## src/rtl/vx_tcu_drl_max_exp_pipe.sv

```systemverilog
// Elastic two-stage max-exponent reducer for the TCU DRL FEDP datapath.
// Tracks a running maximum across multi-beat groups and emits per-lane and accumulator shifts.
module vx_tcu_drl_max_exp_pipe #(
    parameter int NL      = 9,
    parameter int EXP_W   = 10,
    parameter int SHIFT_W = 8,
    parameter int ID_W    = 32
) (
    input  logic                  clk,
    input  logic                  reset,
    input  logic                  valid_in,
    output logic                  ready_in,
    input  logic [ID_W-1:0]       req_id_in,
    input  logic                  last_in,
    input  logic [NL*EXP_W-1:0]   exps_in,
    input  logic [NL-1:0]         lane_vld_in,
    output logic                  valid_out,
    input  logic                  ready_out,
    output logic [ID_W-1:0]       req_id_out,
    output logic                  last_out,
    output logic [EXP_W-1:0]      max_exp,
    output logic [NL*SHIFT_W-1:0] shift_amt,
    output logic [SHIFT_W-1:0]    acc_shift,
    output logic                  group_first
);

    localparam int SHIFT_MAX = (1 << SHIFT_W) - 1;

    function automatic logic [SHIFT_W-1:0] sat(input logic [EXP_W-1:0] d);
        if (32'(d) > SHIFT_MAX)
            return SHIFT_W'(SHIFT_MAX);
        else
            return d[SHIFT_W-1:0];
    endfunction

    logic                  r_s1_valid;
    logic [EXP_W-1:0]      r_s1_max;
    logic [NL*EXP_W-1:0]   r_s1_exps;
    logic [NL-1:0]         r_s1_mask;
    logic [ID_W-1:0]       r_s1_id;
    logic                  r_s1_last;

    logic                  r_valid_out;
    logic [EXP_W-1:0]      r_run_max;
    logic                  r_grp_start;
    logic [NL*SHIFT_W-1:0] r_shift;
    logic [SHIFT_W-1:0]    r_acc_shift;
    logic                  r_group_first;
    logic                  r_last_out;
    logic [ID_W-1:0]       r_id_out;

    logic                  w_advance;
    logic [EXP_W-1:0]      w_beat_max;
    logic [EXP_W-1:0]      w_new_max;
    logic [SHIFT_W-1:0]    w_acc_shift;
    logic [NL*SHIFT_W-1:0] w_shift;

    assign w_advance = !r_valid_out || ready_out;
    assign ready_in  = w_advance || !r_s1_valid;

    // Masked lanes contribute 0, so an all-masked beat reduces to 0.
    always_comb begin
        w_beat_max = '0;
        for (int i = 0; i < NL; i++) begin
            if (lane_vld_in[i] && (exps_in[i*EXP_W +: EXP_W] > w_beat_max))
                w_beat_max = exps_in[i*EXP_W +: EXP_W];
        end
    end

    always_ff @(posedge clk or posedge reset) begin
        if (reset) begin
            r_s1_valid <= 1'b0;
            r_s1_max   <= '0;
            r_s1_exps  <= '0;
            r_s1_mask  <= '0;
            r_s1_id    <= '0;
            r_s1_last  <= 1'b0;
        end else if (ready_in) begin
            r_s1_valid <= valid_in;
            if (valid_in) begin
                r_s1_max  <= w_beat_max;
                r_s1_exps <= exps_in;
                r_s1_mask <= lane_vld_in;
                r_s1_id   <= req_id_in;
                r_s1_last <= last_in;
            end
        end
    end

    // A group opener ignores the stale running max from the previous group.
    assign w_new_max   = (r_grp_start || (r_s1_max > r_run_max)) ? r_s1_max : r_run_max;
    assign w_acc_shift = r_grp_start ? '0 : sat(w_new_max - r_run_max);

    generate
        for (genvar gi = 0; gi < NL; gi++) begin : g_lane_shift
            assign w_shift[gi*SHIFT_W +: SHIFT_W] = r_s1_mask[gi]
                ? sat(w_new_max - r_s1_exps[gi*EXP_W +: EXP_W])
                : SHIFT_W'(SHIFT_MAX);
        end
    endgenerate

    always_ff @(posedge clk or posedge reset) begin
        if (reset) begin
            r_valid_out   <= 1'b0;
            r_run_max     <= '0;
            r_grp_start   <= 1'b1;
            r_shift       <= '0;
            r_acc_shift   <= '0;
            r_group_first <= 1'b0;
            r_last_out    <= 1'b0;
            r_id_out      <= '0;
        end else if (w_advance) begin
            r_valid_out <= r_s1_valid;
            if (r_s1_valid) begin
                r_run_max     <= w_new_max;
                r_grp_start   <= r_s1_last;
                r_shift       <= w_shift;
                r_acc_shift   <= w_acc_shift;
                r_group_first <= r_grp_start;
                r_last_out    <= r_s1_last;
                r_id_out      <= r_s1_id;
            end
        end
    end

    // The reported max is always the running max after the latest beat.
    assign valid_out   = r_valid_out;
    assign max_exp     = r_run_max;
    assign shift_amt   = r_shift;
    assign acc_shift   = r_acc_shift;
    assign group_first = r_group_first;
    assign last_out    = r_last_out;
    assign req_id_out  = r_id_out;

endmodule

```

## config.mk

```make
export PLATFORM = sky130hd
export DESIGN_NAME = vx_tcu_drl_max_exp_pipe
export DESIGN_NICKNAME = d
export VERILOG_FILES = /design/src/rtl/vx_tcu_drl_max_exp_pipe.sv
export SDC_FILE = /design/constraint.sdc
export NUM_CORES = 1
export LEC_CHECK = 0
export CORE_ASPECT_RATIO = 0.7
export CORE_UTILIZATION = 59
export DETAILED_ROUTE_END_ITERATION = 10
export DONT_BUFFER_PORTS = 1
export MAX_ROUTING_LAYER = met4
export PLACE_DENSITY = 0.81
export SLEW_MARGIN = 20
export SYNTH_ARGS = -nofsm -noshare
export SYNTH_HDL_FRONTEND = slang
export SYNTH_SLANG_ARGS = --single-unit
```

## constraint.sdc

```tcl
create_clock -name clk -period 9.3 [get_ports clk]
set_clock_uncertainty 0.05 [all_clocks]
set_input_delay 1.86 -clock clk [delete_from_list [all_inputs] [get_ports clk]]
set_output_delay 1.86 -clock clk [all_outputs]
set_load 0.02 [all_outputs]
```

Word level (Yosys, flattened, before mapping)
Index checks and enable logic that the tools add are counted.

Bits in registers: 269. Input port bits: 136. Output and inout port bits: 126.

$add $sub $neg: 10. Magnitude comparators: 20. Mux-type cells: 30. Reduce and logical (&&, ||, !) cells: 16.

Operators by type and width (count): 8-bit two-way mux (20); 10-bit by 8-bit > comparator with 1-bit output (second input constant) (10); 10-bit two-way mux (10); 10-bit subtractor (10); 10-bit > comparator (9); 10-bit by 1-bit > comparator with 1-bit output (second input constant) (1); 1-bit logical AND (9); 2-bit AND reduction (2); 1-bit logical OR (3); 1-bit zero test (2).

Depth between registers and ports, before layout
Gate-level depths: netlist of run 1.

Depth in word-level cells: 27. Depth in mapped cells: 92. Depth with buffers taken out: 85.

Worst setup path after synthesis of run 1
Ideal clock, no wire load.

Kind: input to register. Start: input lane_vld_in[0]. End: register r_s1_max[4]. Library setup time: 0.128 ns. Data arrival time: 17.340 ns. Data required time: 9.122 ns. Setup slack: -8.218 ns. Cell stages on the path: 89. Path buffers: 10. Cell sequence: clkbuf_1 nand2_1 ha_1 nand4_1 a211oi_2 a2111oi_4 nor2_1 clkbuf_1 nand2_1 o21ai_0 inv_1 ha_1 and4_1 nand3_1 a211o_1 o311ai_1 a21oi_1 a211oi_2 [... 53 more ...] buf_2 nand3_1 and2_1 ha_1 nor2b_1 o21ai_0 nand2b_1 a21oi_1 nor2b_1 o21ai_0 nand2b_1 a21oi_1 o21ai_0 o311ai_0 clkbuf_1 nand2_1 o41ai_1 nor2_1.

Word-level cells in the longest chain between the ends: 26.

RTL lines: start, declared (RTL line 16) `input logic [NL-1:0] lane_vld_in,`; 1-bit logical AND * (RTL line 65) `if (lane_vld_in[i] && (exps_in[i*EXP_W +: EXP_W] > w_beat_max))`; 10-bit two-way mux * (RTL line 65); 10-bit > comparator (RTL line 65); 1-bit logical AND (RTL line 65); 10-bit two-way mux * (RTL line 65); 10-bit > comparator (RTL line 65); 1-bit logical AND (RTL line 65); 10-bit two-way mux * (RTL line 65); [... 10 more ...]; 1-bit logical AND (RTL line 65); 10-bit two-way mux * (RTL line 65); 10-bit > comparator (RTL line 65); 1-bit logical AND (RTL line 65); 10-bit two-way mux * (RTL line 65); 10-bit > comparator (RTL line 65); 1-bit logical AND (RTL line 65); 10-bit two-way mux * (RTL line 65); end signal, assigned (RTL line 81) `r_s1_max <= w_beat_max;`; end, declared (RTL line 37) `logic [EXP_W-1:0] r_s1_max;`.

Mark *: on every way between the ends. The rest lies on a longest branch, timed or not. A chain may end at the register's enable or synchronous reset.

Worst setup path in the final report of run 1
Start: input exps_in[4]. End: register r_s1_max[0].

Word-level cells in the longest chain between the ends: 27.

RTL lines: start, declared (RTL line 15) `input logic [NL*EXP_W-1:0] exps_in,`; 10-bit by 1-bit > comparator with 1-bit output (RTL line 65); 1-bit logical AND (RTL line 65); 10-bit two-way mux * (RTL line 65); 10-bit > comparator (RTL line 65); 1-bit logical AND (RTL line 65); 10-bit two-way mux * (RTL line 65); 10-bit > comparator (RTL line 65); 1-bit logical AND (RTL line 65); [... 11 more ...]; 1-bit logical AND (RTL line 65); 10-bit two-way mux * (RTL line 65); 10-bit > comparator (RTL line 65); 1-bit logical AND (RTL line 65); 10-bit two-way mux * (RTL line 65); 10-bit > comparator (RTL line 65); 1-bit logical AND (RTL line 65); 10-bit two-way mux * (RTL line 65).

Marked as above.

==> impl_metrics.toml, run 1 <==
[drt]
dr.first_iter.drc_count = 1449
drc = 0
vias_per_cell = 5.93
wl_per_cell_um = 21.4
vias = 14900
ant_nets = 0
wl_um = 53800
dr.pass1.iters = 5

[power_and_ir_drop]
clockPowerShare_pct = 14.6
power_density_mw_per_mm2 = 370
power_mw = 7.72
p_leak_nw = 9.79
p_int_mw = 4.15
p_sw_mw = 3.57
power_frac_seq_pct = 25.2
ir_drop_mv = 0.211
swShare_pct = 46.3
combinationalPowerShare_pct = 60.2

[sta]
setup_violations = 10
setup_tns_ns = -63.72
finalCritPeriodShare_pct = 169
hold_violations = 0
finalWorstSetupSlack_ns = -6.40
clock.fmax_mhz = 63.7
rsz0062_at_grt = "true"
period_needed_ns = 15.70
tightest_slew_ns = 1.16
drv_slew = 0
slew_headroom_pct = 22.8

[outcome]
status = "complete, but fails checks"
violations = "negative setup slack"

[setup_path]
rrSetupSlack_ns = 3.03
crit_type = "primary input to flip-flop"
cp_data_arrival_time_ns = 16.15
cp_data_required_time_ns = 9.75
cp-start-kind = "primary input"
critPathMaxFanout = 7
critPathLaunch = "exps_in[4]"
endpoint_kind = "flip-flop"
reg2reg_to = "shift_amt[53]"
r2r_cells = 24
r2r_start = "max_exp[3]"
cp_slowest_cell = "o41ai_4"
critPathCapture = "r_s1_max[0]"
cpMostUsedCell = "ha_4"
cpPeakStageDelay_ns = 0.36

[worst_hold_path]
min_path_type = "flip-flop to flip-flop"
min_path_cells = 2

[placement]
placed_area_mm2 = 0.0188
gp_congestion = 0.971
hpwl_um = 38400
place_inst = 2425
preCtsSetupSlack_ns = -7.06
portBuffers = 0

[global_route]
grt_max_degree = 154
grt_use_total_pct = 36.0
antenna_found_initial = 0
grt_pass1_wl_um = 79500
grt_pass1_vias = 14300
gr-total-overflow = 0

[logic_synthesis]
synth.distinct_cells = 77
ys.flop_type = "dfrtp_1"
ys.warnings.count = 0
async_reset_ff_share_pct = 100
ys_ff_latch = 269
synth_edf_count = 0
netlist_area_mm2 = 0.0171
ys_seq_area_share_pct = 39.4
synth_nets = 2286
syn_area_per_cell_um2 = 8.68
syn_inst = 1971

[layout]
final_layout_size_suffix_gt1_share_pct = 20.9
final_common_cell = "nand2_1"
final_cell_mix = "nand2_1 (387), dfrtp_1 (268), buf_4 (189), inv_1 (168), a21oi_1 (143)"
multi_input_area_mm2 = 0.0105
fillers = 1997
register_area_mm2 = 0.00673
syn2layout_area_growth_pct = 22.1
layoutNonFillerInstCount = 2521
nNetsFinal = 2448
final_area_mm2 = 0.0209
diodes = 0

[die]
core-area_mm2 = 0.0281
die_h_um = 144
design.die.area_mm2 = 0.0297
io_pins = 262
fp.dieW_um = 206
start_util_pct = 60.8
rows = 51

[cts]
clk_pin_slew_ns = 0.08
clk_path_buf_depth = 3
tritoncts = "done"
cts_made_buffers = 27
worstSkewPairLatency_ns = 0.58
clkSinkCount = 269
htree_levels = 1
cts_hold_buf = 0
root_buffer = "clkbuf_16"

[run]
maxCapViolCount = 0
## metal layers
layer | vias up | GRT usage [%] | share of wire (%)
li1 | 6979 | - | -
met1 | 7285 | 49.2 | 43
met2 | 560 | 52.6 | 44
met3 | 117 | 9.19 | 9.5
met4 | 0 | 10.4 | 3.2
met5 | - | - | 0
## flip-flops by register name (all words and copies together), names as in the netlist, 8 cells and up
| signal | cells |
|---|---|
| acc_shift | 8 |
| max_exp | 10 |
| r_s1_exps | 90 |
| r_s1_id | 32 |
| r_s1_mask | 9 |
| r_s1_max | 10 |
| req_id_out | 32 |
| shift_amt | 72 |
## cell type report
type | count | area share, %
tap | 371 | 2.22
timing repair buffer | 204 | 7.77
clock buffer | 36 | 3.54
sequential | 269 | 32.2
clock inverter | 10 | 0.683
multi-input combinational | 1447 | 50.2
inverter | 184 | 3.37
## Yosys cell counts (all sizes together) (3+ instances only)
cell type / count / share of area [%]
mux2: 26 / 1.8
nand2b: 18 / 0.66
a31o: 3 / 0.15
inv: 184 / 4.0
clkbuf: 66 / 1.5
dfrtp: 268 / 39
nor2: 103 / 2.3
or2: 4 / 0.15
buf: 7 / 0.21
nand4: 18 / 0.69
nand3: 24 / 0.70
a211o: 3 / 0.15
o211ai: 7 / 0.34
a21o: 58 / 2.5
or3: 10 / 0.37
fa: 10 / 1.2
and2: 14 / 0.51
o21ai: 150 / 4.5
a211oi: 17 / 0.80
nor3: 7 / 0.20
a31oi: 9 / 0.33
o22a: 10 / 0.51
xor2: 14 / 0.72
ha: 169 / 12
nand2: 406 / 8.9
nor2b: 14 / 0.51
a2111oi: 5 / 0.44
mux2i: 19 / 1.1
o21bai: 36 / 1.6
a21oi: 167 / 4.9
and4: 5 / 0.26
xnor2: 86 / 4.4
## critical path: cells and delay by family
family / cells / cell delay, ns
muxes: 5 / 1.27
adders and majority gates: 8 / 1.83
AOI/OAI and AO/OA: 30 / 5.04
and+or+nand+nor: 30 / 3.90
buffers and inverters: 18 / 2.20
## kinds of logic after synthesis
kind of cell,share of synthesized area (%)
and+or+nand+nor,15.6
buffers and inverters,5.71
AOI/OAI and AO/OA,17.7
muxes,2.91
xor gates and xnor gates,5.12
DFF,39.4
adders and majority gates,13.6
## metrics by stage
stage,util [%],hold WS [ns]
global placement,66.7,0.397
global route,74.2,0.437
floorplan,-,0.389
detailed placement,66.7,0.399
finish,74.2,0.415
CTS,70.9,0.415
## power groups by stage
stage | logic (mW) | clock network, mW | registers (mW)
finish | 4.65 | 1.13 | 1.94
global route | 5.07 | 1.18 | 1.97
CTS | 4.34 | 1.14 | 1.94
detailed placement | 4.24 | 0 | 1.95
global placement | 4.11 | 0 | 1.94
floorplan | 3.10 | 0 | 1.84
## worst min path at each step
stage / startpoint / endpoint / slack, ns
5_1_grt: r_s1_id[21] / req_id_out[21] / 0.44
4_1_cts: r_s1_id[16] / req_id_out[16] / 0.42
3_5_place_dp: r_s1_id[16] / req_id_out[16] / 0.40
2_1_floorplan: r_s1_id[0] / req_id_out[0] / 0.39
6_report: r_s1_id[16] / req_id_out[16] / 0.41
3_3_place_gp: r_s1_id[26] / req_id_out[26] / 0.40
## timing repair
action,CTS,global route
pin swaps,18,71
endpoints found under the setup margin,10,10
cloned,2,0
gates resized for setup,35,137
setup buffers,22,30
No activity file was read; power rests on OpenSTA's default activity.
==> run 2, diff against run 1 <==
- CELL_PAD_IN_SITES_DETAIL_PLACEMENT: default -> 1
- CELL_PAD_IN_SITES_GLOBAL_PLACEMENT: default -> 2
- CORE_UTILIZATION: 59 -> 30
- PLACE_DENSITY: 0.81 -> 0.7
==> run 2 against run 1 <==
The run still ends with negative setup slack left; cell area increased by 5.2%; combinational power increased by 4.3%; first-iteration DRC count decreased by 52%; critical endpoint is now r_s1_max[8].
==> impl_metrics.toml, run 2 (synthesis results as in run 1) <==
[setup_path]
cpPeakStageDelay_ns = 0.38
r2r_cells = 23
crit_type = "primary input to flip-flop"
r2r_start = "max_exp[3]"
reg2reg_to = "shift_amt[62]"
rrSetupSlack_ns = 2.86
cp_data_required_time_ns = 9.70
cp-start-kind = "primary input"
endpoint_kind = "flip-flop"
cp_slowest_cell = "a311o_1"
critPathMaxFanout = 11
cp_data_arrival_time_ns = 15.85

[worst_hold_path]
hp-start = "r_s1_id[20]"
min_path_cells = 2
holdPathEnd = "req_id_out[20]"
min_path_type = "flip-flop to flip-flop"

[sta]
finalCritPeriodShare_pct = 166
hold_violations = 0
drv_slew = 0
period_needed_ns = 15.45
tightest_slew_ns = 1.07
clock.fmax_mhz = 64.7
setup_violations = 10
finalWorstSetupSlack_ns = -6.15
hold-worst-slack_ns = 0.416
slew_headroom_pct = 28.5
rsz0062_at_grt = "true"
setup_tns_ns = -61.07

[drt]
ant_nets = 0
wl_met1_um = 30100
wl_um = 64700
dr.max_layer_used = "met4"
wl_met2_um = 29500
drc = 0
dr.pass1.iters = 5
vias = 14800
wl_per_cell_um = 22.1
dr.first_iter.drc_count = 692
wl_met3_um = 3430
vias_per_cell = 5.05

[placement]
gp_congestion = 0.887
portBuffers = 0
placed_area_mm2 = 0.0193
hpwl_um = 47200
place_inst = 2799

[cts]
worstSkewPairLatency_ns = 0.58
clk_pin_slew_ns = 0.06
root_buffer = "clkbuf_16"
htree_levels = 1
tritoncts = "done"
cts_hold_buf = 0
clk_path_buf_depth = 3
clkSinkCount = 269
cts_made_buffers = 30

[global_route]
gr-total-overflow = 0
grt_pass1_wl_um = 98300
grt_use_total_pct = 22.8
antenna_found_initial = 4
grt_pass1_vias = 16100
grt_max_degree = 100

[die]
start_util_pct = 30.7
die_h_um = 202
rows = 72
design.die.area_mm2 = 0.0580
fp.dieW_um = 287
io_pins = 262
core-area_mm2 = 0.0558

[layout]
final_common_cell = "nand2_1"
register_area_mm2 = 0.00673
multi_input_area_mm2 = 0.0108
final_layout_size_suffix_gt1_share_pct = 24.5
nNetsFinal = 2482
largest_reg_flops = 90
largest-register = "r_s1_exps"
fillers = 6438
final_cell_mix = "nand2_1 (386), dfrtp_1 (268), buf_4 (220), inv_1 (159), a21oi_1 (138)"
syn2layout_area_growth_pct = 28.4
fin_util_pct = 39.4
final_area_mm2 = 0.0220
layoutNonFillerInstCount = 2930

[outcome]
violations = "negative setup slack"
status = "complete, but fails checks"

[power_and_ir_drop]
power_density_mw_per_mm2 = 364
swShare_pct = 47.3
p_int_mw = 4.22
p_leak_nw = 10.1
ir_drop_mv = 0.155
p_sw_mw = 3.78
power_frac_seq_pct = 24.4
clockPowerShare_pct = 14.9
combinationalPowerShare_pct = 60.7

[run]
maxCapViolCount = 0
-- run 2: changes by cell type in the layout (fill, tap and decap cells not counted), sizes merged --
cell | before | now
nor2 | 104 | 103
diode | 0 | 2
inv | 186 | 185
bufinv | 3 | 0
clkinvlp | 2 | 3
buf | 204 | 235
clkinv | 3 | 8
clkbuf | 36 | 41
o221a | 2 | 3
-- run 2: repair_timing --
item / CTS / global route
pin swaps: 49 / 55
setup endpoints to repair: 10 / 10
gates resized for setup: 160 / 75
setup buffers: 50 / 23
gates cloned: 3 / 0
-- run 2: final cells by class --
| class | count | share of cell area [%] |
|---|---|---|
| antenna | 2 | 0.0228 |
| clock buffer | 41 | 4.02 |
| clock inverter | 12 | 0.348 |
| inverter | 184 | 3.21 |
| multi-input combinational | 1447 | 49.3 |
| sequential | 269 | 30.7 |
| tap | 740 | 4.22 |
| timing repair buffer | 235 | 8.26 |
-- run 2: worst max-delay path: cells and delay by family --
family | cells | cell delay, ns
AND/OR/NAND/NOR | 27 | 3.49
buffers and inverters | 14 | 1.74
adder cells (fa/ha/maj) | 8 | 1.75
AO/OA/AOI/OAI | 29 | 5.14
multiplexers | 7 | 1.84
-- run 2: stage by stage --
step / total power [mW] / worst slack [ns]
2_1_floorplan: 4.94 / -6.69
3_3_place_gp: 6.34 / -6.72
3_5_place_dp: 6.47 / -7.37
4_1_cts: 7.94 / -5.85
5_1_grt: 8.62 / -6.75
6_report: 7.99 / -6.15
-- run 2: power by group through the flow --
stage | Sequential [mW] | Clock [mW] | Combinational (mW)
floorplan | 1.84 | 0 | 3.10
global route | 1.98 | 1.27 | 5.37
finish | 1.95 | 1.19 | 4.85
detailed placement | 1.97 | 0 | 4.49
global placement | 1.97 | 0 | 4.38
CTS | 1.96 | 1.23 | 4.76
-- run 2: how the worst max path moves through the flow --
stage                        endpoint  slack [ns]           start  cells after the start
after floorplan           r_s1_max[4]       -6.69  lane_vld_in[0]                     91
after detailed placement  r_s1_max[9]       -7.37      exps_in[4]                     85
after CTS                 r_s1_max[6]       -5.85      exps_in[4]                     87
final                     r_s1_max[8]       -6.15  lane_vld_in[0]                     85
after global placement    r_s1_max[4]       -6.72      exps_in[4]                     83
after global routing      r_s1_max[4]       -6.75  lane_vld_in[0]                     89
-- run 2: metal layers --
| metal | track usage [%] | up-vias |
|---|---|---|
| met4 | 6.04 | 0 |
| met2 | 35.4 | 261 |
| met3 | 4.76 | 88 |
| met5 | - | - |
| met1 | 30.0 | 7403 |
| li1 | - | 7048 |
==> run 3, diff against run 2 <==
- CAP_MARGIN: default -> 20
==> results of run 3 <==
Final layout, timing and power as in run 2 (identical DEF).
